$ cat src/rtl/arb_pkg.sv
// Shared constants and state encoding for the round-robin grant arbiter.
package arb_pkg;

  localparam int N_REQ = 4;
  localparam int IDX_W = 2;
  localparam int HOLD_W = 4;

  // Legal range of the grant hold limit used by the timeout option
  localparam int MAX_HOLD_MIN = 1;
  localparam int MAX_HOLD_MAX = 15;

  typedef enum logic {
    IDLE = 1'b0,
    BUSY = 1'b1
  } state_t;

endpackage

$ cat src/rtl/rr_priority_enc.sv
// Rotated 4:2 priority encoder: first set bit of req scanning from ptr upwards, wrapping 3->0.
module rr_priority_enc
  import arb_pkg::*;
(
  input  logic [N_REQ-1:0] req,
  input  logic [IDX_W-1:0] ptr,
  output logic             any,
  output logic [IDX_W-1:0] idx,
  output logic [N_REQ-1:0] onehot
);

  logic [IDX_W-1:0] cand;

  always_comb begin
    any    = 1'b0;
    idx    = '0;
    onehot = '0;
    cand   = '0;
    // Scan from the farthest position inwards so the closest hit to ptr is kept last
    for (int k = N_REQ - 1; k >= 0; k--) begin
      cand = ptr + k[IDX_W-1:0];
      if (req[cand]) begin
        any = 1'b1;
        idx = cand;
      end
    end
    if (any) begin
      onehot = {{(N_REQ-1){1'b0}}, 1'b1} << idx;
    end
  end

endmodule

$ cat src/rtl/rr_grant_arbiter.sv
// Round-robin arbiter for four level-held requesters with a registered one-hot grant.
// Optional grant timeout/preemption is enabled by defining RR_ARB_TIMEOUT_EN.
module rr_grant_arbiter
  import arb_pkg::*;
#(
  parameter int MAX_HOLD = 8
) (
  input  logic       clk,
  input  logic       rst,
  input  logic [3:0] req,
  output logic [3:0] gnt,
  output logic [1:0] gnt_idx,
  output logic       gnt_valid,
  output logic       preempt
);

  if (MAX_HOLD < MAX_HOLD_MIN || MAX_HOLD > MAX_HOLD_MAX) begin : g_bad_hold
    $error("rr_grant_arbiter: MAX_HOLD out of range 1..15");
  end

  state_t           state;
  logic [IDX_W-1:0] ptr;
  logic [IDX_W-1:0] nxt_ptr;
  logic [IDX_W-1:0] pick_ptr;
  logic [N_REQ-1:0] pick_req;
  logic             pick_any;
  logic [IDX_W-1:0] pick_idx;
  logic [N_REQ-1:0] pick_onehot;
  logic             rel_ev;
  logic             preempt_cond;
  logic             rotate;

  assign rel_ev  = (state == BUSY) && !req[gnt_idx];
  assign rotate  = rel_ev || preempt_cond;
  assign nxt_ptr = gnt_idx + 2'd1;

  // On a rotation the outgoing owner is masked and the scan starts just past it
  assign pick_ptr = rotate ? nxt_ptr : ptr;
  assign pick_req = rotate ? (req & ~gnt) : req;

  rr_priority_enc u_pick (
    .req    (pick_req),
    .ptr    (pick_ptr),
    .any    (pick_any),
    .idx    (pick_idx),
    .onehot (pick_onehot)
  );

`ifdef RR_ARB_TIMEOUT_EN
  logic [HOLD_W-1:0] hold_cnt;

  assign preempt_cond = (state == BUSY) && req[gnt_idx]
                        && (hold_cnt == HOLD_W'(MAX_HOLD)) && |(req & ~gnt);

  always_ff @(posedge clk or posedge rst) begin
    if (rst) begin
      hold_cnt <= '0;
      preempt  <= 1'b0;
    end else begin
      preempt <= preempt_cond;
      if (state == IDLE || rotate) begin
        hold_cnt <= '0;
      end else if (hold_cnt != HOLD_W'(MAX_HOLD)) begin
        hold_cnt <= hold_cnt + 1'b1;
      end
    end
  end
`else
  assign preempt_cond = 1'b0;
  assign preempt      = 1'b0;
`endif

  always_ff @(posedge clk or posedge rst) begin
    if (rst) begin
      state     <= IDLE;
      ptr       <= '0;
      gnt       <= '0;
      gnt_idx   <= '0;
      gnt_valid <= 1'b0;
    end else begin
      unique case (state)
        IDLE: begin
          if (pick_any) begin
            state     <= BUSY;
            gnt       <= pick_onehot;
            gnt_idx   <= pick_idx;
            gnt_valid <= 1'b1;
          end
        end
        BUSY: begin
          if (rotate) begin
            ptr <= nxt_ptr;
            if (pick_any) begin
              gnt     <= pick_onehot;
              gnt_idx <= pick_idx;
            end else begin
              state     <= IDLE;
              gnt       <= '0;
              gnt_idx   <= '0;
              gnt_valid <= 1'b0;
            end
          end
        end
        default: state <= IDLE;
      endcase
    end
  end

endmodule

$ cat config.mk
export PLATFORM = sky130hd
export DESIGN_NAME = rr_grant_arbiter
export DESIGN_NICKNAME = d
export VERILOG_FILES = /design/src/rtl/arb_pkg.sv /design/src/rtl/rr_priority_enc.sv /design/src/rtl/rr_grant_arbiter.sv
export SDC_FILE = /design/constraint.sdc
export NUM_CORES = 1
export LEC_CHECK = 0
export ABC_AREA = 1
export CAP_MARGIN = 10
export CORE_MARGIN = 2
export CORE_UTILIZATION = 32
export CTS_CLUSTER_SIZE = 14
export DETAILED_ROUTE_END_ITERATION = 6
export PLACE_DENSITY = 0.52
export SETUP_SLACK_MARGIN = 0.5
export SYNTH_ARGS = -nofsm -noshare
export SYNTH_HDL_FRONTEND = slang
export SYNTH_HIERARCHICAL = 1
export SYNTH_SLANG_ARGS = --single-unit
export TNS_END_PERCENT = 100
$ cat constraint.sdc
create_clock -name clk -period 3.5 [get_ports clk]
set_input_delay 0.525 -clock clk [delete_from_list [all_inputs] [get_ports clk]]
set_output_delay 0.525 -clock clk [all_outputs]
set_load 0.01 [all_outputs]
### Word level (Yosys, flattened, before mapping)

Cells that the tools add are included.

| word-level totals | value |
|---|---|
| bits in registers | 10 |
| input bits | 6 |
| word-level logic and storage cells | 60 |
| output and inout bits | 8 |

| operators by class | value |
|---|---|
| equal/unequal tests | 3 |
| reduce and logical (&&, ||, !) cells | 4 |
| bitwise logic cells | 3 |
| $add $sub $neg | 4 |
| mux-type cells | 35 |
| magnitude comparators | 5 |
| shift operators | 1 |

Operator list:

| cell | number |
|---|---|
| $mux 2 | 8 |
| $mux 4 | 4 |
| $lt 2x3->1 const B | 5 |
| $mux 1 | 14 |
| $bmux 1 s2 | 5 |
| $pmux 4 s2 | 1 |
| $add 2x1->2 const B | 2 |
| $add 2x2->2 const B | 2 |
| $and 4x4->4 | 1 |
| $ne 2x2->1 const B | 2 |
| $not 4->4 | 1 |
| $pmux 1 s2 | 2 |
| $pmux 2 s2 | 1 |
| $shl 1x2->4 const A | 1 |
| $reduce_and 3->1 | 1 |
| $ne 2x1->1 const B | 1 |
| $reduce_and 2->1 | 1 |
| $logic_and 1x1->1 | 1 |
| $logic_not 1->1 | 1 |
| $not 1->1 | 1 |

### Depth between registers and ports, before layout

| depth | value |
|---|---|
| word-level depth | 16 |
| gate-level depth with buffers | 22 |
| depth with buffers taken out | 22 |

### Hierarchy

Netlist, hierarchy kept.

Modules (own cells, without submodules):

| module | instances | cells each | area an instance (um^2) | seq. area each (um^2) |
|---|---|---|---|---|
| rr_grant_arbiter | 1 | 80 | 615.6 | 250.2 |
| rr_priority_enc | 1 | 58 | 257.7 | 0.0 |

### Worst setup path before layout

Ideal clock, no wire load.

| timing path | value |
|---|---|
| kind | reg2reg |
| start point | register gnt_idx[0] |
| end point | register gnt_idx[0] |
| buffers on the path | 0 |
| setup time | 118 ps |
| data arrival time | 2442 ps |
| cell stages (with the launch flop) | 19 |
| period minus slack after synthesis | 2560 ps |
| setup slack | 940 ps |
| required time | 3382 ps |
| path through | dfrtp_1 > inv_2 > nand2_1 > nand3_2 > nand2_4 > nand2_4 > o21ai_1 > inv_2 > nand2_1 > nand3_1 > nand2_1 > inv_2 > nand4_1 > inv_1 > ha_1 > inv_1 > nand2_4 > nand2_1 > nand2_1 |

| on the way | value |
|---|---|
| cells in the longest elaborated chain, start to end | 15 |
| elaborated cells between the ends (all ways) | 33 |
| those cells by class | 4 x add/sub; 2 x eq/ne; 24 x mux; 3 x reduce/logical |

RTL lines:

| what | RTL line | text |
|---|---|---|
| start, declared | rr_grant_arbiter.sv:12 | `output logic [1:0] gnt_idx,` |
| start signal, assigned | rr_grant_arbiter.sv:86 | `gnt_idx <= pick_idx;` |
| start signal, assigned | rr_grant_arbiter.sv:95 | `gnt_idx <= pick_idx;` |
| $bmux 1 s2 | rr_grant_arbiter.sv:33 | `assign rel_ev = (state == BUSY) && !req[gnt_idx];` |
| $mux 1 (implied by the code) | rr_grant_arbiter.sv:33 |  |
| $logic_not 1->1 | rr_grant_arbiter.sv:33 |  |
| $logic_and 1x1->1 | rr_grant_arbiter.sv:33 |  |
| $mux 2 (*) | -- |  |
| named net pick_ptr[0] | rr_grant_arbiter.sv:24 | `logic [IDX_W-1:0] pick_ptr;` |
| $add 2x2->2 | rr_priority_enc.sv:21 | `cand = ptr + k[IDX_W-1:0];` |
| $bmux 1 s2 | rr_priority_enc.sv:22 | `if (req[cand]) begin` |
| $mux 1 (implied by the code) | rr_priority_enc.sv:22 |  |
| $mux 1 (3 in series) | rr_priority_enc.sv:22 |  |
| $mux 1 (*) | rr_priority_enc.sv:22 |  |
| named net pick_any | rr_grant_arbiter.sv:26 | `logic pick_any;` |
| $mux 2 | rr_grant_arbiter.sv:93 | `if (pick_any) begin` |
| $mux 2 | rr_grant_arbiter.sv:91 | `if (rotate) begin` |
| $pmux 2 s2 | rr_grant_arbiter.sv:81 | `unique case (state)` |

Mark *: on every way through the listed nets, which the timed path passes. The rest lies on a longest branch. The select of a mux whose other input is x is not followed.
A chain may end at the register's enable or synchronous reset.

### Final worst setup path

| timing path | value |
|---|---|
| start point | input req[1] |
| end point | register gnt_idx[0] |

| on the way | value |
|---|---|
| cells in the longest elaborated chain, start to end | 15 |
| elaborated cells between the ends (all ways) | 33 |
| those cells by class | 3 x add/sub; 2 x eq/ne; 24 x mux; 1 x bitwise; 3 x reduce/logical |

RTL lines:

| what | RTL line | text |
|---|---|---|
| start, declared | rr_grant_arbiter.sv:10 | `input logic [3:0] req,` |
| $bmux 1 s2 (*) | rr_grant_arbiter.sv:33 |  |
| $mux 1 (implied by the code) (*) | rr_grant_arbiter.sv:33 |  |
| $logic_not 1->1 (*) | rr_grant_arbiter.sv:33 |  |
| $logic_and 1x1->1 (*) | rr_grant_arbiter.sv:33 |  |
| $mux 2 (*) | -- |  |
| named net pick_ptr[0] | rr_grant_arbiter.sv:24 |  |
| $add 2x2->2 | rr_priority_enc.sv:21 |  |
| $bmux 1 s2 | rr_priority_enc.sv:22 |  |
| $mux 1 (implied by the code) | rr_priority_enc.sv:22 |  |
| $mux 1 (3 in series) | rr_priority_enc.sv:22 |  |
| $mux 1 (*) | rr_priority_enc.sv:22 |  |
| named net pick_any | rr_grant_arbiter.sv:26 |  |
| $mux 2 | rr_grant_arbiter.sv:93 |  |
| $mux 2 | rr_grant_arbiter.sv:91 |  |
| $pmux 2 s2 | rr_grant_arbiter.sv:81 |  |

Marks and branches as above.

==> results_tabular.tex <==
\begin{tabular}{lr}
\hline
Metric & Value \\
\hline
\multicolumn{2}{l}{\textbf{Clock tree}} \\
\quad Deepest clock path buffer count & 2 \\
\quad Clock slew at reported path FFs & roughly 60 ps \\
\quad Clock buffer count from CTS & 3 \\
\quad Clk Latency, worst-skew pair & approximately 270 ps \\
\quad CTS Sinks & 10 \\
\quad Clock root buffer master & clkbuf\_4 \\
\quad Number of H-tree branching levels & 1 \\
\quad CTS tree & built \\
\multicolumn{2}{l}{\textbf{Timing}} \\
\quad Maximum achievable frequency & 0.359 GHz \\
\quad Number of hold violations in the final report & 0 \\
\quad Total negative slack for setup checks & 0 ps \\
\quad Setup-failing EPs final & 0 \\
\quad Shortest clock period the worst path allows after layout & between 2000 and 3000 ps \\
\quad Share of the clock period used by the worst path after layout & between 70\% and 80\% \\
\quad Fin. max-slew vios & 0 \\
\quad Maximum clock skew at final layout & around 6.7 ps \\
\quad Unrepaired setup endpoints after global routing & no \\
\multicolumn{2}{l}{\textbf{Logic synthesis}} \\
\quad Post-synthesis cell count & between 100 and 150 \\
\quad Sequential element share of the synthesized area & 28.7\% \\
\quad Post-Synthesis Mean Instance Area & 6.33 um2 \\
\quad Number of distinct library cells after synthesis & 21 \\
\quad Count of state elements after synthesis & 10 \\
\quad Mapped cell area & 873 um2 \\
\quad Mapped Nets & $\sim$150 \\
\quad Yosys Warn Count & 6 \\
\multicolumn{2}{l}{\textbf{Worst setup path}} \\
\quad Critical-path cell with the highest stage delay & clkdlybuf4s50\_1 \\
\quad Data arrival time of the critical path & just under 3000 ps \\
\quad Highest fanout seen on the critical path & 8 \\
\quad Critical Path Source Type & input pin \\
\quad Most frequent CP cell & nand2\_1 \\
\quad Critical Path Max Stage Delay & between 400 and 500 ps \\
\quad FF-to-FF path depth & 20 \\
\quad Kind of critical path & input pin to register \\
\quad Setup crit end kind & register \\
\quad Required time reported for the critical path endpoint & around 3700 ps \\
\quad Cell-by-cell listing of the critical path & clkdlybuf4s50\_1, nand2\_1, nand3\_2, nand2\_4, nand2\_4, nand2\_1, o21ai\_4, inv\_2, nand2\_1, nand2\_1, nand2\_1, nand2\_2, inv\_1, nand4\_1, inv\_1, ha\_1, inv\_2, nand2\_4, nand2\_1, nand2\_1 \\
\multicolumn{2}{l}{\textbf{Place}} \\
\quad Dpl hpwl & between 1.5 and 2 mm \\
\quad IO Port Bufs & 12 \\
\quad Placer congestion estimate & between 0.8 and 0.9 \\
\quad Number of placed instances with taps included & 180 \\
\multicolumn{2}{l}{\textbf{GRT}} \\
\quad GRT Total Usage & about an eighth \\
\quad Global-route congestion overflow total & 0 \\
\quad Maximum number of pins on one net before global-route repair & 11 \\
\quad Number of antenna violations at the first check in global routing & 0 \\
\quad Number of global-route vias before repair & slightly below 800 \\
\quad First-pass GRT wire length & 3.31 mm \\
\multicolumn{2}{l}{\textbf{Floorplan}} \\
\quad Number of placed I/O pins & 14 \\
\quad Placement Rows & 18 \\
\quad Area enclosed by the die boundary & 3160 um2 \\
\quad Vertical die dimension & around 56 um \\
\quad Core Box Area & around 2500 um2 \\
\quad Width of the die & 56.2 um \\
\quad Effective utilization at floorplan & around a third \\
\multicolumn{2}{l}{\textbf{Worst hold path}} \\
\quad Number of cells traversed by the worst hold path & 2 \\
\quad Worst hold-check path type & register to register \\
\multicolumn{2}{l}{\textbf{Detailed routing}} \\
\quad \# DRC & 0 \\
\quad Vias post-DR & about 840 \\
\quad Number of DRC violations after detailed-routing iteration 0 & 14 \\
\quad Count of antenna-violating nets left after detailed routing & 0 \\
\quad Routed length per placed instance & between 10 and 15 um \\
\quad Total wire length & about 1.9 mm \\
\quad Via density per instance & 4.56 \\
\quad Total iterations of the first detailed-routing run & 4 \\
\multicolumn{2}{l}{\textbf{Finish}} \\
\quad Antenna diode count & 0 \\
\quad Final Non-Filler Cells & roughly 190 \\
\quad Fraction of final layout cells sized beyond drive strength 1 & between 20\% and 30\% \\
\quad Register area & $\sim$250 um2 \\
\quad Area growth from synthesis to layout & 24.8\% \\
\quad Final-layout fill cell count & 270 \\
\quad Share of the core filled with cells & between 40\% and 50\% \\
\quad Final nets & about 160 \\
\quad Area of the multi-input gates & between 500 and 600 um2 \\
\multicolumn{2}{l}{\textbf{Job}} \\
\quad Total of max-cap violations & 0 \\
\multicolumn{2}{l}{\textbf{Status}} \\
\quad Outcome & finished clean \\
\hline
\end{tabular}
==> logic make-up (layout without fill, tap and decap cells) <==
group,count (synthesis),in the layout,share of synthesized area [%]
simple gates,85,85,47.4
buf+inv,29,46,12.9
compound gates,11,11,8.17
flops,10,10,28.7
fa+ha+maj,1,1,1.43
other cells,1,1,0.429
xor+xnor,1,1,1.00
==> per-layer routing <==
metal / vias to the layer above / wire (um) / global-route usage [%]
met5: - / 0 / 0
met4: 0 / 11 / 3.06
met3: 2 / 87 / 5.35
met2: 11 / 839 / 21.8
met1: 378 / 972 / 15.7
li1: 453 / - / -
==> registers in the layout, indices dropped and copies added, names as in the netlist <==
signal     cells
gnt_idx        2
gnt            4
gnt_valid      1
state          1
ptr            2
==> worst paths after layout <==
check	from	to	slack, ps
worst max register to register	gnt_idx[0]	gnt_idx[0]	840
worst min register to register	gnt_valid	gnt_valid	480
worst min-delay path	gnt_valid	gnt_valid	480
max in group asynchronous	rst	gnt_idx[1]	2690
min in group asynchronous	rst	gnt[3]	530
worst max-delay path	req[1]	gnt_idx[0]	710
==> synthesized netlist by cell type, drive strengths merged <==
cell    n  area (um2)
o21ai   6        33.8
dfrtp  10         250
xnor2   1        8.76
nand2  57         254
nand4   1        6.26
conb    1        3.75
buf     1        7.51
ha      1        12.5
a31oi   5        37.5
inv    28         105
nand3  14        92.6
nor2   13        61.3
==> what timing repair did <==
item / CTS / global route
setup buffers: 0 / 1
gates resized for setup: 0 / 4
endpoints found under the setup margin: 0 / 7
hold buffers: 0 / 0
==> metrics by stage <==
step                      worst slack [ps]  hold WS [ps]  area (um2)
after floorplan                        940           365         873
after global placement                 307           461        1030
after detailed placement               251           462        1030
after CTS                              534           485        1070
after global routing                   498           529        1090
final                                  714           485        1090
==> critical path: cells and delay by family <==
family                   cells  cell delay [ps]
buffers and inverters        5              820
AND/OR/NAND/NOR             13             1330
adder cells (fa/ha/maj)      1              190
AO/OA/AOI/OAI                1               90
==> layout make-up <==
type / instances / share of cell area [%]
multi-input cells: 99 / 48.2
clock buffers: 4 / 3.33
well taps: 30 / 3.44
flip-flops and latches: 10 / 23.0
repair buffers: 14 / 12.4
inverters: 28 / 9.64
==> cells in the final DEF (no fill, tap or decap) <==
cell type,count
nor2_4,1
clkbuf_4,3
nand3_4,1
conb_1,1
buf_4,2
nand3_1,11
clkbuf_8,1
xnor2_1,1
inv_1,21
nand2_2,7
inv_2,7
nand4_1,1
nor2_2,2
a31oi_1,4
nand2_4,3
nand3_2,2
nor2_1,10
ha_1,1
o21ai_4,1
a31oi_2,1
dfrtp_1,10
o21ai_2,2
nand2_1,47
o21ai_1,3
clkdlybuf4s50_1,12
Power is left out: the tool's default activity adds up to more than one toggle a clock period on the data nets, which glitch-free logic cannot reach.
